<file path="src/rtl/insn_prefetch_pkg.sv">
// insn_prefetch_pkg: shared fetch constants and the queued fetch-entry type
package insn_prefetch_pkg;
    localparam logic [31:0] RESET_PC_DEF = 32'h0;
    localparam logic [31:0] WORD_BYTES   = 32'd4;
    typedef struct packed {
        logic [31:0] insn;
        logic [31:0] pc;
    } fetch_entry_t;
endpackage

</file>
<file path="src/rtl/insn_fifo.sv">
// insn_fifo: fetch-entry queue with synchronous flush and a registered head
// Ports: clk/rst (async active-high), flush_i clears, push_i/push_data_i write,
// pop_i consumes the head, head_o is the head register (holds last value when empty),
// count_o is the occupancy.
module insn_fifo
    import insn_prefetch_pkg::*;
#(
    parameter int DEPTH = 4
) (
    input  logic                         clk,
    input  logic                         rst,
    input  logic                         flush_i,
    input  logic                         push_i,
    input  fetch_entry_t                 push_data_i,
    input  logic                         pop_i,
    output fetch_entry_t                 head_o,
    output logic [$clog2(DEPTH+1)-1:0]   count_o
);
    localparam int PW = $clog2(DEPTH);
    localparam int CW = $clog2(DEPTH+1);
    fetch_entry_t mem_q [DEPTH];
    fetch_entry_t head_q, head_d;
    logic [PW-1:0] rd_q, rd_d, wr_q, wr_d;
    logic [CW-1:0] count_q, count_d, rem;
    logic pop_eff;
    always_comb begin
        pop_eff = pop_i && count_q != '0;
        rem     = count_q - CW'(pop_eff);
        rd_d    = flush_i ? '0 : rd_q + PW'(pop_eff);
        wr_d    = flush_i ? '0 : wr_q + PW'(push_i);
        count_d = flush_i ? '0 : rem + CW'(push_i);
        // the head is the oldest surviving entry, or the pushed one if nothing else remains
        head_d  = count_d == '0 ? head_q : rem == '0 ? push_data_i : mem_q[rd_d];
    end
    always_ff @(posedge clk or posedge rst) begin
        if (rst) begin
            rd_q    <= '0;
            wr_q    <= '0;
            count_q <= '0;
            head_q  <= '0;
        end else begin
            rd_q    <= rd_d;
            wr_q    <= wr_d;
            count_q <= count_d;
            head_q  <= head_d;
        end
    end
    always_ff @(posedge clk) begin
        if (push_i && !flush_i) mem_q[wr_q] <= push_data_i;
    end
    assign head_o  = head_q;
    assign count_o = count_q;
endmodule

</file>
<file path="src/rtl/insn_prefetch.sv">
// insn_prefetch: sequential instruction prefetch with credit-limited issue and redirect flush
// Ports: xclk/xreset (async active-high); imem_req_* fetch request channel;
// imem_rsp_* in-order responses; redirect_* flush and restart; insn_* queue head to decode.
module insn_prefetch
    import insn_prefetch_pkg::*;
#(
    parameter int          DEPTH    = 4,
    parameter logic [31:0] RESET_PC = RESET_PC_DEF
) (
    input  logic        xclk,
    input  logic        xreset,
    output logic        imem_req_valid,
    output logic [31:0] imem_req_addr,
    input  logic        imem_req_ready,
    input  logic        imem_rsp_valid,
    input  logic [31:0] imem_rsp_data,
    input  logic        redirect_valid,
    input  logic [31:0] redirect_pc,
    output logic        insn_valid,
    output logic [31:0] insn,
    output logic [31:0] insn_pc,
    input  logic        insn_ready
);
    localparam int CW = $clog2(DEPTH+1);
    localparam logic [CW:0] CAP = (CW+1)'(DEPTH);
    logic [31:0] fetch_pc_q, fetch_pc_d, rsp_pc_q, rsp_pc_d;
    logic [CW-1:0] out_q, out_d, drop_q, drop_d, fifo_count;
    logic fire, rsp_ok, push, pop;
    fetch_entry_t head;
    always_comb begin
        // queued plus in-flight fetches never exceed DEPTH, so the queue cannot overflow
        imem_req_valid = !xreset && !redirect_valid && ({1'b0, fifo_count} + {1'b0, out_q} < CAP);
        fire       = imem_req_valid && imem_req_ready;
        rsp_ok     = imem_rsp_valid && out_q != '0;
        push       = rsp_ok && drop_q == '0 && !redirect_valid;
        pop        = insn_valid && insn_ready;
        out_d      = out_q + CW'(fire) - CW'(rsp_ok);
        // on redirect every fetch still in flight becomes stale
        drop_d     = redirect_valid ? out_q - CW'(rsp_ok) : drop_q - CW'(rsp_ok && drop_q != '0);
        fetch_pc_d = redirect_valid ? {redirect_pc[31:2], 2'b00} : fetch_pc_q + (fire ? WORD_BYTES : 32'd0);
        rsp_pc_d   = redirect_valid ? {redirect_pc[31:2], 2'b00} : rsp_pc_q + (push ? WORD_BYTES : 32'd0);
    end
    always_ff @(posedge xclk or posedge xreset) begin
        if (xreset) begin
            fetch_pc_q <= RESET_PC;
            rsp_pc_q   <= RESET_PC;
            out_q      <= '0;
            drop_q     <= '0;
        end else begin
            fetch_pc_q <= fetch_pc_d;
            rsp_pc_q   <= rsp_pc_d;
            out_q      <= out_d;
            drop_q     <= drop_d;
        end
    end
    insn_fifo #(.DEPTH(DEPTH)) u_fifo (
        .clk         (xclk),
        .rst         (xreset),
        .flush_i     (redirect_valid),
        .push_i      (push),
        .push_data_i ('{insn: imem_rsp_data, pc: rsp_pc_q}),
        .pop_i       (pop),
        .head_o      (head),
        .count_o     (fifo_count)
    );
    assign imem_req_addr = fetch_pc_q;
    assign insn_valid    = fifo_count != '0;
    assign insn          = head.insn;
    assign insn_pc       = head.pc;
endmodule

</file>
<file path="config.mk">
export PLATFORM = sky130hd
export DESIGN_NAME = insn_prefetch
export DESIGN_NICKNAME = d
export VERILOG_FILES = /design/src/rtl/insn_prefetch_pkg.sv /design/src/rtl/insn_fifo.sv /design/src/rtl/insn_prefetch.sv
export SDC_FILE = /design/constraint.sdc
export NUM_CORES = 1
export LEC_CHECK = 0
export ABC_AREA = 0
export CELL_PAD_IN_SITES_DETAIL_PLACEMENT = 2
export CELL_PAD_IN_SITES_GLOBAL_PLACEMENT = 2
export CORE_MARGIN = 8
export CORE_UTILIZATION = 39
export DETAILED_ROUTE_END_ITERATION = 8
export PLACE_DENSITY_LB_ADDON = 0.15
export SLEW_MARGIN = 40
export SYNTH_ARGS = -nofsm -noshare
export SYNTH_HDL_FRONTEND = slang
export SYNTH_SLANG_ARGS = --single-unit
</file>
<file path="constraint.sdc">
create_clock -name xclk -period 8.2 [get_ports xclk]
set_input_delay 2.05 -clock xclk [delete_from_list [all_inputs] [get_ports xclk]]
set_output_delay 2.05 -clock xclk [all_outputs]
set_load 0.02 [all_outputs]
</file>
==> impl_metrics.yaml <==
floorplanning:
  core_um2: 40800
  die_x_um: 219
  initial_core_util: 0.395
  num_rows: 74
  die_h_um: 219
  io-pin-count: 168
  die-area_um2: 48100
final_layout:
  multi_input_area_um2: 4970
  final-seq-area_um2: 10800
  diodes: 0
  final_cell_area_um2: 19800
  fill_cells: 3907
  fin_nets: 1490
  synthToLayoutAreaGrowth_pct: 22.8
  drive_gt1_frac: 0.141
yosys:
  yosysSeqAreaShare: 0.671
  yosysWarningCount: 0
  ys_seq_elements: 383
  syn_avg_cell_area_um2: 12.9
  netlist_area_um2: 16100
  synth_flop_cell: "edfxtp_1"
  synth-edff-count: 248
  ys_types: 42
  async_flop_share: 0.352
  syn_inst: 1247
setup_path:
  end_kind: "output port"
  cp_slowest_stage_delay_ns: 0.69
  path_class: "in2out"
  startpoint: "redirect_valid"
  cpMaxStageDelayCell: "clkdlybuf4s50_1"
  path_cells: "clkdlybuf4s50_1 -> or4_1 -> a311oi_1 -> clkdlybuf4s50_1"
  cp_data_required_time_ns: 6.15
  critPathMostFrequentCell: "clkdlybuf4s50_1"
  cp_max_fo: 2
  r2r-start: "out_q[2]"
  cp.arrival_ns: 4.19
  cp-start-kind: "input pin"
global_routing:
  overflow: 0
  grt_pass1_wl_um: 72800
  grt_use_total: 0.195
  grt_max_degree: 101
  first_global_vias: 12300
  antenna_found_initial: 0
placement:
  place_hpwl_um: 29100
  place_area_um2: 18400
  place.gp.congestion: 0.750
  numPortBuffers: 161
cts:
  cts_buffers: 44
  cts_root_buf: "clkbuf_16"
  clock_sinks: 383
  h-tree-depth: 2
  clk_pin_slew_ns: 0.05
  cts_tree: "built"
  clk_path_buf_depth: 3
  cts_resized: 0
  cts_setup_buffers: 0
  clk_latency_ns: 0.58
  cts_hold_buf: 0
sta:
  hold_violations: 0
  tightestPinTransition_ns: 0.838
  slew_headroom: 0.441
  min_period_ns: 6.24
  slew_violations: 0
  setup_viol: 0
  fin_crit_sh: 0.761
  fin_skew_ns: 0.0280
  final.setup.tns_ns: 0
  rsz0062_at_grt: "false"
  fmax_mhz: 160
pwr:
  power_density_nw_per_um2: 393
  vdd_drop_max_uv: 289
  leakage_nw: 7.13
hold_path:
  min-delay-start: "u_fifo.head_o[24]"
  hold_class: "reg2reg"
detailed_routing:
  drt_first_pass_iters: 5
  viasPerCell: 5.47
  avgRoutedWirePerCell_um: 23.7
  finalWirelength_um: 46600
  dr_total_vias: 10800
  drt.antenna.violating_nets: 0
  drc: 0
  drt_iter0_drc: 571
run_status:
  outcome: "finished, final reports clean"
flow_run:
  cap_violations: 0
[logic make-up (layout without fill, tap and decap cells)]
logic type | Yosys count | after routing | synth area share
other | 1 | 4 | 0.000233
AOI/OAI and AO/OA | 224 | 224 | 0.0814
and+or+nand+nor | 368 | 368 | 0.103
adders and majority gates | 19 | 19 | 0.0152
DFF | 383 | 383 | 0.671
buffers and inverters | 97 | 284 | 0.0275
muxes | 95 | 95 | 0.0678
xor gates and xnor gates | 60 | 60 | 0.0331
[where the power goes]
part           switching [mW]  internal (mW)
clock                   0.803           1.12
sequential              0.189           2.35
combinational            1.99           1.33
total                    2.98           4.80
[state kept, by name, indices dropped and copies added, names as in the netlist]
register        count
u_fifo.wr_q         2
u_fifo.count_o      3
out_q               3
rsp_pc_q           30
u_fifo.rd_q         2
drop_q              3
u_fifo.head_o      62
u_fifo.mem_q      248
imem_req_addr      30
[metrics by stage]
step                      std cells  utilization  worst slack (ns)  hold slack (ns)  power [mW]
final                          1969        0.485              1.96            0.508        7.77
after global routing           1969        0.485              1.87            0.523        8.27
after CTS                      1969        0.485              1.96            0.514        7.92
after detailed placement       1887        0.450              1.99            0.498        5.93
after global placement         1884        0.448              1.94            0.491        5.70
after floorplan                1250            -             0.309            0.496        4.66
[path summary, 6_finish.rpt]
kind,slack [ns],to,depth (start not counted)
max in group asynchronous,5.16,imem_req_addr[28],3
hold / removal,0.51,u_fifo.head_o[24],1
setup reg to reg,4.31,imem_req_addr[29],11
min in group asynchronous,2.00,u_fifo.head_o[11],2
hold reg to reg,0.51,u_fifo.head_o[24],1
setup / recovery,1.96,imem_req_valid,4
[layout make-up]
type | instances | area share
multi-input combinational | 770 | 0.251
tap | 532 | 0.0336
inverter | 21 | 0.00423
clock inverter | 23 | 0.00979
clock buffer | 59 | 0.0620
sequential | 383 | 0.547
timing repair buffer | 181 | 0.0929
[routing by layer]
metal,routed length [um],up-vias,track usage
li1,-,4869,-
met1,20100,5633,0.248
met2,23300,204,0.335
met3,2220,60,0.0380
met4,928,0,0.0594
met5,0,-,0
[synth_stat cells (all sizes together), types with 25 or more instances]
cell type | number | area [um^2]
edfxtp | 248 | 7450
nand2 | 162 | 608
dfrtp | 135 | 3380
a31oi | 126 | 788
mux2 | 92 | 1060
nor2 | 91 | 342
clkbuf | 51 | 191
o21ai | 44 | 220
a21oi | 42 | 210
and3 | 38 | 238
xnor2 | 35 | 314
buf | 25 | 173
xor2 | 25 | 219
[layout by cell type (no fill, tap or decap), types with 38 or more instances in the layout]
cell type / count
mux2_2: 85
o21ai_0: 38
nor2_1: 88
dfrtp_1: 135
edfxtp_1: 248
clkbuf_16: 45
a31oi_1: 126
a21oi_1: 42
clkdlybuf4s50_1: 161
nand2_1: 162
[worst max-delay path, delay by kind of cell]
| kind | cells | cell delay (ns) |
|---|---|---|
| AND/OR/NAND/NOR | 1 | 0.56 |
| AO/OA/AOI/OAI | 1 | 0.38 |
| buffers and inverters | 2 | 1.20 |
Power figures use the tool's default switching activity.
